**src/rtl/sync_xfer_pkg.sv**
```systemverilog
// Shared types for the sync transfer scheduler.
// State encoding used by the scheduler FSM.
package sync_xfer_pkg;

  localparam int STATE_W = 2;

  typedef enum logic [STATE_W-1:0] {
    IDLE     = 2'd0,
    HOLD     = 2'd1,
    WAIT_ACK = 2'd2,
    GAP      = 2'd3
  } state_t;

endpackage

```
**src/rtl/sync_xfer_scheduler_rr_arbiter.sv**
```systemverilog
// Combinational round-robin picker.
// First set request at or above ptr wins, wrapping at NUM_REQ.
module rr_arbiter #(
  parameter int NUM_REQ = 4,
  parameter int PTR_W   = 2
) (
  input  logic [NUM_REQ-1:0] req,
  input  logic [PTR_W-1:0]   ptr,
  output logic [NUM_REQ-1:0] win_oh,
  output logic [PTR_W-1:0]   win_idx,
  output logic               any_req
);

  logic             found;
  logic [PTR_W-1:0] j;

  always_comb begin
    win_oh  = '0;
    win_idx = '0;
    found   = 1'b0;
    j       = ptr;
    for (int k = 0; k < NUM_REQ; k++) begin
      if (!found && req[j]) begin
        found      = 1'b1;
        win_oh[j]  = 1'b1;
        win_idx    = j;
      end
      j = (j == PTR_W'(NUM_REQ - 1)) ? '0 : j + 1'b1;
    end
  end

  assign any_req = |req;

endmodule

```
**src/rtl/sync_xfer_scheduler.sv**
```systemverilog
// Source-domain scheduler sharing one data synchroniser crossing.
// Define ACK_WAIT_EN to add the xfer_ack handshake state.
module sync_xfer_scheduler
  import sync_xfer_pkg::*;
#(
  parameter int NUM_REQ   = 4,
  parameter int BUS_WIDTH = 8,
  parameter int CNT_WIDTH = 4
) (
  input  logic                         clk,
  input  logic                         rst_n,
  input  logic [NUM_REQ-1:0]           req,
  input  logic [NUM_REQ*BUS_WIDTH-1:0] req_data,
  input  logic [CNT_WIDTH-1:0]         hold_cfg,
  input  logic [CNT_WIDTH-1:0]         gap_cfg,
`ifdef ACK_WAIT_EN
  input  logic                         xfer_ack,
`endif
  output logic [NUM_REQ-1:0]           grant,
  output logic [BUS_WIDTH-1:0]         unsync_bus,
  output logic                         bus_enable,
  output logic                         busy
);

  localparam int PTR_W = $clog2(NUM_REQ);

  state_t               state;
  logic [CNT_WIDTH-1:0] cnt;
  logic [PTR_W-1:0]     ptr;
  logic [NUM_REQ-1:0]   win_oh;
  logic [PTR_W-1:0]     win_idx;
  logic                 any_req;
  logic [BUS_WIDTH-1:0] word;

  rr_arbiter #(
    .NUM_REQ (NUM_REQ),
    .PTR_W   (PTR_W)
  ) u_arb (
    .req     (req),
    .ptr     (ptr),
    .win_oh  (win_oh),
    .win_idx (win_idx),
    .any_req (any_req)
  );

  always_comb begin
    word = '0;
    for (int i = 0; i < NUM_REQ; i++) begin
      if (win_oh[i]) word = word | req_data[i*BUS_WIDTH +: BUS_WIDTH];
    end
  end

  assign busy = (state != IDLE);

  always_ff @(posedge clk or negedge rst_n) begin
    if (!rst_n) begin
      state      <= IDLE;
      grant      <= '0;
      unsync_bus <= '0;
      bus_enable <= 1'b0;
      ptr        <= '0;
      cnt        <= '0;
    end else begin
      grant <= '0;
      case (state)
        IDLE: begin
          if (any_req) begin
            unsync_bus <= word;
            bus_enable <= 1'b1;
            grant      <= win_oh;
            cnt        <= hold_cfg;
            state      <= HOLD;
            ptr        <= (win_idx == PTR_W'(NUM_REQ - 1)) ?
                          '0 : win_idx + 1'b1;
          end
        end
        HOLD: begin
          if (cnt == '0) begin
            bus_enable <= 1'b0;
`ifdef ACK_WAIT_EN
            state      <= WAIT_ACK;
`else
            cnt        <= gap_cfg;
            state      <= GAP;
`endif
          end else begin
            cnt <= cnt - 1'b1;
          end
        end
`ifdef ACK_WAIT_EN
        WAIT_ACK: begin
          if (xfer_ack) begin
            cnt   <= gap_cfg;
            state <= GAP;
          end
        end
`endif
        GAP: begin
          if (cnt == '0) state <= IDLE;
          else           cnt   <= cnt - 1'b1;
        end
        default: state <= IDLE;
      endcase
    end
  end

endmodule

```
**config.mk**
```make
export PLATFORM = sky130hd
export DESIGN_NAME = sync_xfer_scheduler
export DESIGN_NICKNAME = d
export VERILOG_FILES = /design/src/rtl/sync_xfer_pkg.sv /design/src/rtl/sync_xfer_scheduler_rr_arbiter.sv /design/src/rtl/sync_xfer_scheduler.sv
export SDC_FILE = /design/constraint.sdc
export NUM_CORES = 1
export LEC_CHECK = 0
export ABC_AREA = 1
export CAP_MARGIN = 5
export CORE_ASPECT_RATIO = 0.8
export CORE_MARGIN = 1.5
export CORE_UTILIZATION = 28
export CTS_CLUSTER_DIAMETER = 50
export CTS_CLUSTER_SIZE = 8
export DETAILED_ROUTE_END_ITERATION = 10
export HOLD_SLACK_MARGIN = 0.05
export PLACE_DENSITY_LB_ADDON = 0.3
export RECOVER_POWER = 100
export SLEW_MARGIN = 15
export SYNTH_ARGS = -nofsm -noshare
export SYNTH_HDL_FRONTEND = slang
export SYNTH_HIERARCHICAL = 1
export SYNTH_SLANG_ARGS = --single-unit
```
**constraint.sdc**
```tcl
create_clock -name clk -period 2.24 [get_ports clk]
set_clock_uncertainty 0.2 [all_clocks]
set_input_delay 0.336 -clock clk [delete_from_list [all_inputs] [get_ports clk]]
set_output_delay 0.336 -clock clk [all_outputs]
set_load 0.005 [all_outputs]
```
# Word level (Yosys, flattened, before mapping)
# Index checks and enable logic that the tools add are counted.
op_classes:
  add_sub_neg: 5
  n_mul: 0
  n_div: 0
  n_lt_le_gt_ge: 8
  eq_ne: 10
  shifts: 0
  mux: 48
  bitwise_logic: 6
  reduce_logical: 20
ops:
  columns: ["op", "count"]
  rows:
  - ["2-to-1 mux 4 bit", 9]
  - ["2-to-1 mux 8 bit", 4]
  - ["bitwise OR 8 bit", 3]
  - ["2-to-1 mux 2 bit", 11]
  - ["2-to-1 mux 1 bit", 13]
  - ["less-than comparator 2 x 3 -> 1 bit (second input constant)", 4]
  - ["bitwise OR 4 bit", 3]
  - ["one-hot mux 4 bit (3 select lines)", 1]
  - ["equality test 2 bit (second input constant)", 5]
  - ["AND reduction 3 bit", 3]
  - ["adder 2 x 1 -> 2 bit (second input constant)", 4]
  - ["binary-select mux 1 bit (select 2 bit)", 4]
  - ["demux 1 bit (select 2 bit)", 4]
  - [">= comparator 2 x 1 -> 1 bit (second input constant)", 4]
  - ["!= test 2 bit (second input constant)", 4]
  - ["logical AND 1 bit", 7]
  - ["one-hot mux 2 bit (3 select lines)", 1]
  - ["zero test 4 bit", 1]
  - ["nonzero test 2 bit", 2]
  - ["OR reduction 4 bit", 1]
  - ["subtractor 4 x 1 -> 4 bit (second input constant)", 1]
  - ["zero test 1 bit", 3]
  - ["nonzero test 3 bit", 1]
  - ["equality test 2 x 1 -> 1 bit (second input constant)", 1]
  - ["3 further kinds", 3]
word_totals:
  ff_bits: 21
  latch_bits: 0
  mem_bits_rw: 0
  rom_bits: 0
  input_bits: 46
  output_inout_bits: 14
  wordCells: 103
  mem_count: 0

# Logic depth before layout (Yosys ltp)
depth:
  word_depth: 19
  mapped_depth: 16
  depth_no_buf: 14

# By module
# The synthesis kept the hierarchy.
modules_own_cells:
  columns: ["mod", "n_inst", "cells_each", "area_each_um2", "seq_area_each_um2"]
  rows:
  - ["sync_xfer_scheduler", 1, 170, 1194.9, 525.5]
  - ["rr_arbiter", 1, 92, 544.3, 0.0]

# Least setup slack after synthesis
# No wires, ideal clock.
synth_timing:
  kind: "register -> register"
  from: "register ptr[0]"
  to: "register unsync_bus[5]"
  setup_ns: 0.065
  arrival_ns: 2.174
  t_required_ns: 1.975
  slack_ns: -0.199
  stages_incl_launch_ff: 16
  path_buffers: 3
  synth_period_minus_slack_ns: 2.439
  cell_sequence: "dfrtp_1 > buf_6 > inv_4 > ha_1 > inv_1 > o211ai_1 > nand2_4 > nor2_8 > buf_8 > nand3_1 > nand3_1 > clkbuf_1 > nand2_1 > nand4_1 > nand2_1 > nand2_1"
synth_via:
  elab_cells_between_ends: 60
  cone_classes: "3 x add/sub; 8 x order compare; 3 x eq/ne; 30 x mux; 6 x bitwise; 10 x reduce/logical"
synth_rtl:
  columns: ["element", "line_no", "text"]
  rows:
  - ["start, declared", "sync_xfer_scheduler.sv:29", "logic [PTR_W-1:0] ptr;"]
  - ["start signal, assigned", "sync_xfer_scheduler.sv:73", "ptr <= (win_idx == PTR_W'(NUM_REQ - 1)) ?"]
  - ["adder 2 x 1 -> 2 bit (tied with other cells)", "sync_xfer_scheduler_rr_arbiter.sv:28", "j = (j == PTR_W'(NUM_REQ - 1)) ? '0 : j + 1'b1;"]
  - ["2-to-1 mux 2 bit or 2-to-1 mux 1 bit (tied branches)", "sync_xfer_scheduler_rr_arbiter.sv:28, sync_xfer_scheduler_rr_arbiter.sv:23", null]
  - ["adder 2 x 1 -> 2 bit (tied with other cells)", "sync_xfer_scheduler_rr_arbiter.sv:28", null]
  - ["2-to-1 mux 2 bit (tied with other cells)", "sync_xfer_scheduler_rr_arbiter.sv:28", null]
  - ["adder 2 x 1 -> 2 bit (tied with other cells)", "sync_xfer_scheduler_rr_arbiter.sv:28", null]
  - ["2-to-1 mux 2 bit (tied with other cells)", "sync_xfer_scheduler_rr_arbiter.sv:28", null]
  - ["less-than comparator 2 x 3 -> 1 bit (implied by the code) (tied with other cells)", "sync_xfer_scheduler_rr_arbiter.sv:25", "win_oh[j] = 1'b1;"]
  - ["logical AND 1 bit (implied by the code) (tied with other cells)", "sync_xfer_scheduler_rr_arbiter.sv:25", null]
  - ["2-to-1 mux 1 bit (implied by the code) (tied with other cells)", "sync_xfer_scheduler_rr_arbiter.sv:25", null]
  - ["demux 1 bit (select 2 bit) (tied with other cells)", null, null]
  - ["bitwise OR 4 bit (no line) or logical AND 1 bit (tied branches)", null, null]
  - ["2-to-1 mux 4 bit *", "sync_xfer_scheduler_rr_arbiter.sv:23", "if (!found && req[j]) begin"]
  - ["net win_oh[2]", "sync_xfer_scheduler.sv:30", "logic [NUM_REQ-1:0] win_oh;"]
  - ["2-to-1 mux 8 bit *", "sync_xfer_scheduler.sv:49", "if (win_oh[i]) word = word | req_data[i*BUS_WIDTH +: BUS_WIDTH];"]
  - ["bitwise OR 8 bit", "sync_xfer_scheduler.sv:49", null]
  - ["2-to-1 mux 8 bit *", "sync_xfer_scheduler.sv:49", null]
  - ["end signal, assigned", "sync_xfer_scheduler.sv:68", "unsync_bus <= word;"]
  - ["end, declared", "sync_xfer_scheduler.sv:20", "output logic [BUS_WIDTH-1:0] unsync_bus,"]
# Mark *: on every way through the listed nets, which the timed path passes. The rest lies on a longest branch. The select of a mux whose other input is x is not followed.
# A chain may end at the register's enable or synchronous reset.

# Worst setup path after layout
layout_timing:
  from: "register ptr[0]"
  to: "register unsync_bus[2]"
# The elaborated chain is that of the path after synthesis.

==> reports/metrics.cfg <==
[clock_tree]
cts_tree=done
root_buffer=clkbuf_8
htree_levels=1
insertion_delay_ns=0.26
cts_buffers=3
cts_hold_buf=0
cts.sinks=21
path_clk_slew_ns=0.08
clockBufferDepth=2

[critical_path]
critPathMaxStageDelay_ns=0.43
cp_max_fo=4
critPathRequiredTime_ns=2.20
worstSetupStartpointType=flip-flop
critical_path_class=reg2reg
worst_ep_arrival_time_ns=2.19
path_cells=inv_4, ha_4, inv_4, nand2_2, nand2_2, nand2_2, nand2_4, buf_4, nand3_1, nand3_2, buf_4, nand2_1, nand4_1, nand2_1, nand2_1
endpoint_kind=flip-flop
cp_slowest_cell=dfrtp_2

[finish]
diodes=0
fin_nets=409
layout_commonest_cell=nand2_1
final_cell_mix=nand2_1 (99), clkdlybuf4s50_1 (44), buf_4 (23), nand3_1 (21)
synthToLayoutAreaGrowth_pct=63.24
drive_above_1_share_pct=23.86

[sta]
final-setup-viol-count=0
fin_crit_sh_pct=99.30
finalMaxSlewViolations=0
fin_crit_ns=2.224
rsz0062_at_grt=true
hold_ws_ns=0.2765
relSlewSlack_pct=19.01
finalHoldViolations=0
fmax_ghz=0.4496
worstMarginPinSlew_ns=1.215
worst_slack_ns=0.01576

[die]
io_pins=60
core_area_um2=5943
rows=25
die_area_um2=6696
die_y_um=73.49
die_w_um=91.12
initial_core_util_pct=29.26

[drt]
wl_per_cell_um=12.46
via_per_inst=4.674
firstDrtPassIters=4
postRouteAntennaNets=0
post-route-drc-count=0
route.vias.total=2024
drt_iter0_markers=112
wirelength_um=5396

[synthesis]
synthesis.area_um2=1739
ys_ff_latch=21
syn_inst=262
synth_top_area_share_pct=30.22
synth.yosys.seq_area_share_pct=30.22
yosys.area.top_type=dfrtp_1
yosysUniqueCellTypes=28
syn_avg_cell_area_um2=6.638
ys_warn_count=6
synth_area_leaders=dfrtp_1 (30%), nand2_1 (23%), nand3_1 (10%)
synth_nets=318

[grt]
grt_max_degree=22
grt_pass1_wl_um=8383
grt_pass1_vias=1847
grt-ovfl-total=0
grtUsageTotal_pct=15.69
antenna_found_initial=0

[status]
outcome=finished, final reports clean

[placed_design]
gp_congestion=0.8403
dp_slack_ns=-0.1225
place_hpwl_um=3866
io_buffers=59

[min_path]
hold_class=reg2reg

[pwr]
power.density_nw_per_um2=1480
ir_worst_vdd_mv=0.5304
p_leak_uw=0.001411

[flow_run]
max_cap_viol_count=0

-- Yosys cell counts --
cell type  number
nor2_4          3
inv_4           1
nand2_1       106
inv_1          21
o211ai_1        1
clkbuf_1        4
o21bai_1        1
buf_6           1
o21ai_0         7
nor2_8          1
ha_1           10
a21oi_1         3
nand3_4         1
buf_4           1
nand2_4         3
nand2_2         7
o31ai_1         1
nor2_2          1
xnor2_1         1
nand4_1         8
buf_8           1
o21ai_1         1
inv_2           4
o21a_1          1
a22oi_1         1
nand3_1        35
nor2_1         16
dfrtp_1        21
-- cell type report --
| class | instances | area, um^2 |
|---|---|---|
| Clock buffer | 4 | 45.04 |
| Fill cell | 602 | 3104 |
| Inverter | 26 | 102.6 |
| Multi-Input combinational cell | 209 | 1189 |
| Sequential cell | 21 | 528.0 |
| Tap cell | 81 | 101.3 |
| Timing Repair Buffer | 92 | 873.3 |
-- critical path: cells and delay by family (launching register included) --
kind,cells,cell delay [ns]
buffers and inverters,4,0.42
flip-flops,1,0.43
AND/OR/NAND/NOR,10,0.78
adder cells (fa/ha/maj),1,0.30
-- state kept, by name, indices dropped and copies added (netlist names) --
register	flops
bus_enable	1
cnt	4
grant	4
ptr	2
state	2
unsync_bus	8
-- cell families (layout without fill, tap and decap cells) --
logic type,Yosys count,after routing,synth area share (%)
xor+xnor,1,1,0.5037
buf+inv,33,122,8.561
compound gates,16,16,5.324
fa+ha+maj,10,10,7.194
flops,21,21,30.22
simple gates,181,182,48.20
-- final timing paths --
check | start | end | slack [ns] | cells past startpoint
worst max register to register | ptr[0]$_DFFE_PN0P_ | unsync_bus[2]$_DFFE_PN0P_ | 0.02 | 15
worst min register to register | unsync_bus[1]$_DFFE_PN0P_ | unsync_bus[1]$_DFFE_PN0P_ | 0.28 | 2
max in group asynchronous | rst_n | ptr[1]$_DFFE_PN0P_ | 0.39 | 2
worst min-delay path | unsync_bus[1]$_DFFE_PN0P_ | unsync_bus[1]$_DFFE_PN0P_ | 0.28 | 2
min in group asynchronous | rst_n | unsync_bus[4]$_DFFE_PN0P_ | 0.64 | 2
worst max-delay path | ptr[0]$_DFFE_PN0P_ | unsync_bus[2]$_DFFE_PN0P_ | 0.02 | 15
-- per-stage QoR --
| stage | area [um^2] | utilization, % | cells | power (uW) | TNS [ns] |
|---|---|---|---|---|---|
| 6_report | 2839 | 47.77 | 433 | 4202 | 0 |
| 5_1_grt | 2839 | 47.77 | 433 | 4611 | -0.8749 |
| 4_1_cts | 2631 | 44.27 | 420 | 3624 | 0 |
| 3_5_place_dp | 2552 | 42.95 | 416 | 3262 | -0.7397 |
| 3_3_place_gp | 2552 | 42.95 | 416 | 3226 | -0.3632 |
| 2_1_floorplan | 1762 | - | 262 | 2453 | 0 |
-- per-layer routing --
metal | wire [um] | vias up | global-route usage, % | share of wire [%]
met3 | 326 | 6 | 4.762 | 6.0
li1 | - | 1020 | - | -
met4 | 55 | 0 | 3.125 | 1.0
met2 | 2502 | 60 | 26.04 | 46
met1 | 2512 | 938 | 20.35 | 47
met5 | 0 | - | 0 | 0
-- repair_timing --
| item | CTS | global route |
|---|---|---|
| setup endpoints to repair | 12 | 14 |
| setup buffers | 0 | 10 |
| gates resized for setup | 10 | 31 |
| pin swaps | 1 | 22 |
| cloned | 0 | 3 |
-- power by group --
part | internal, uW | total [uW] | switching (uW)
registers | 528 | 647 | 119
logic | 1510 | 3300 | 1790
clock network | 127 | 255 | 128
total | 2170 | 4200 | 2040
(Power assumes the default switching activity.)
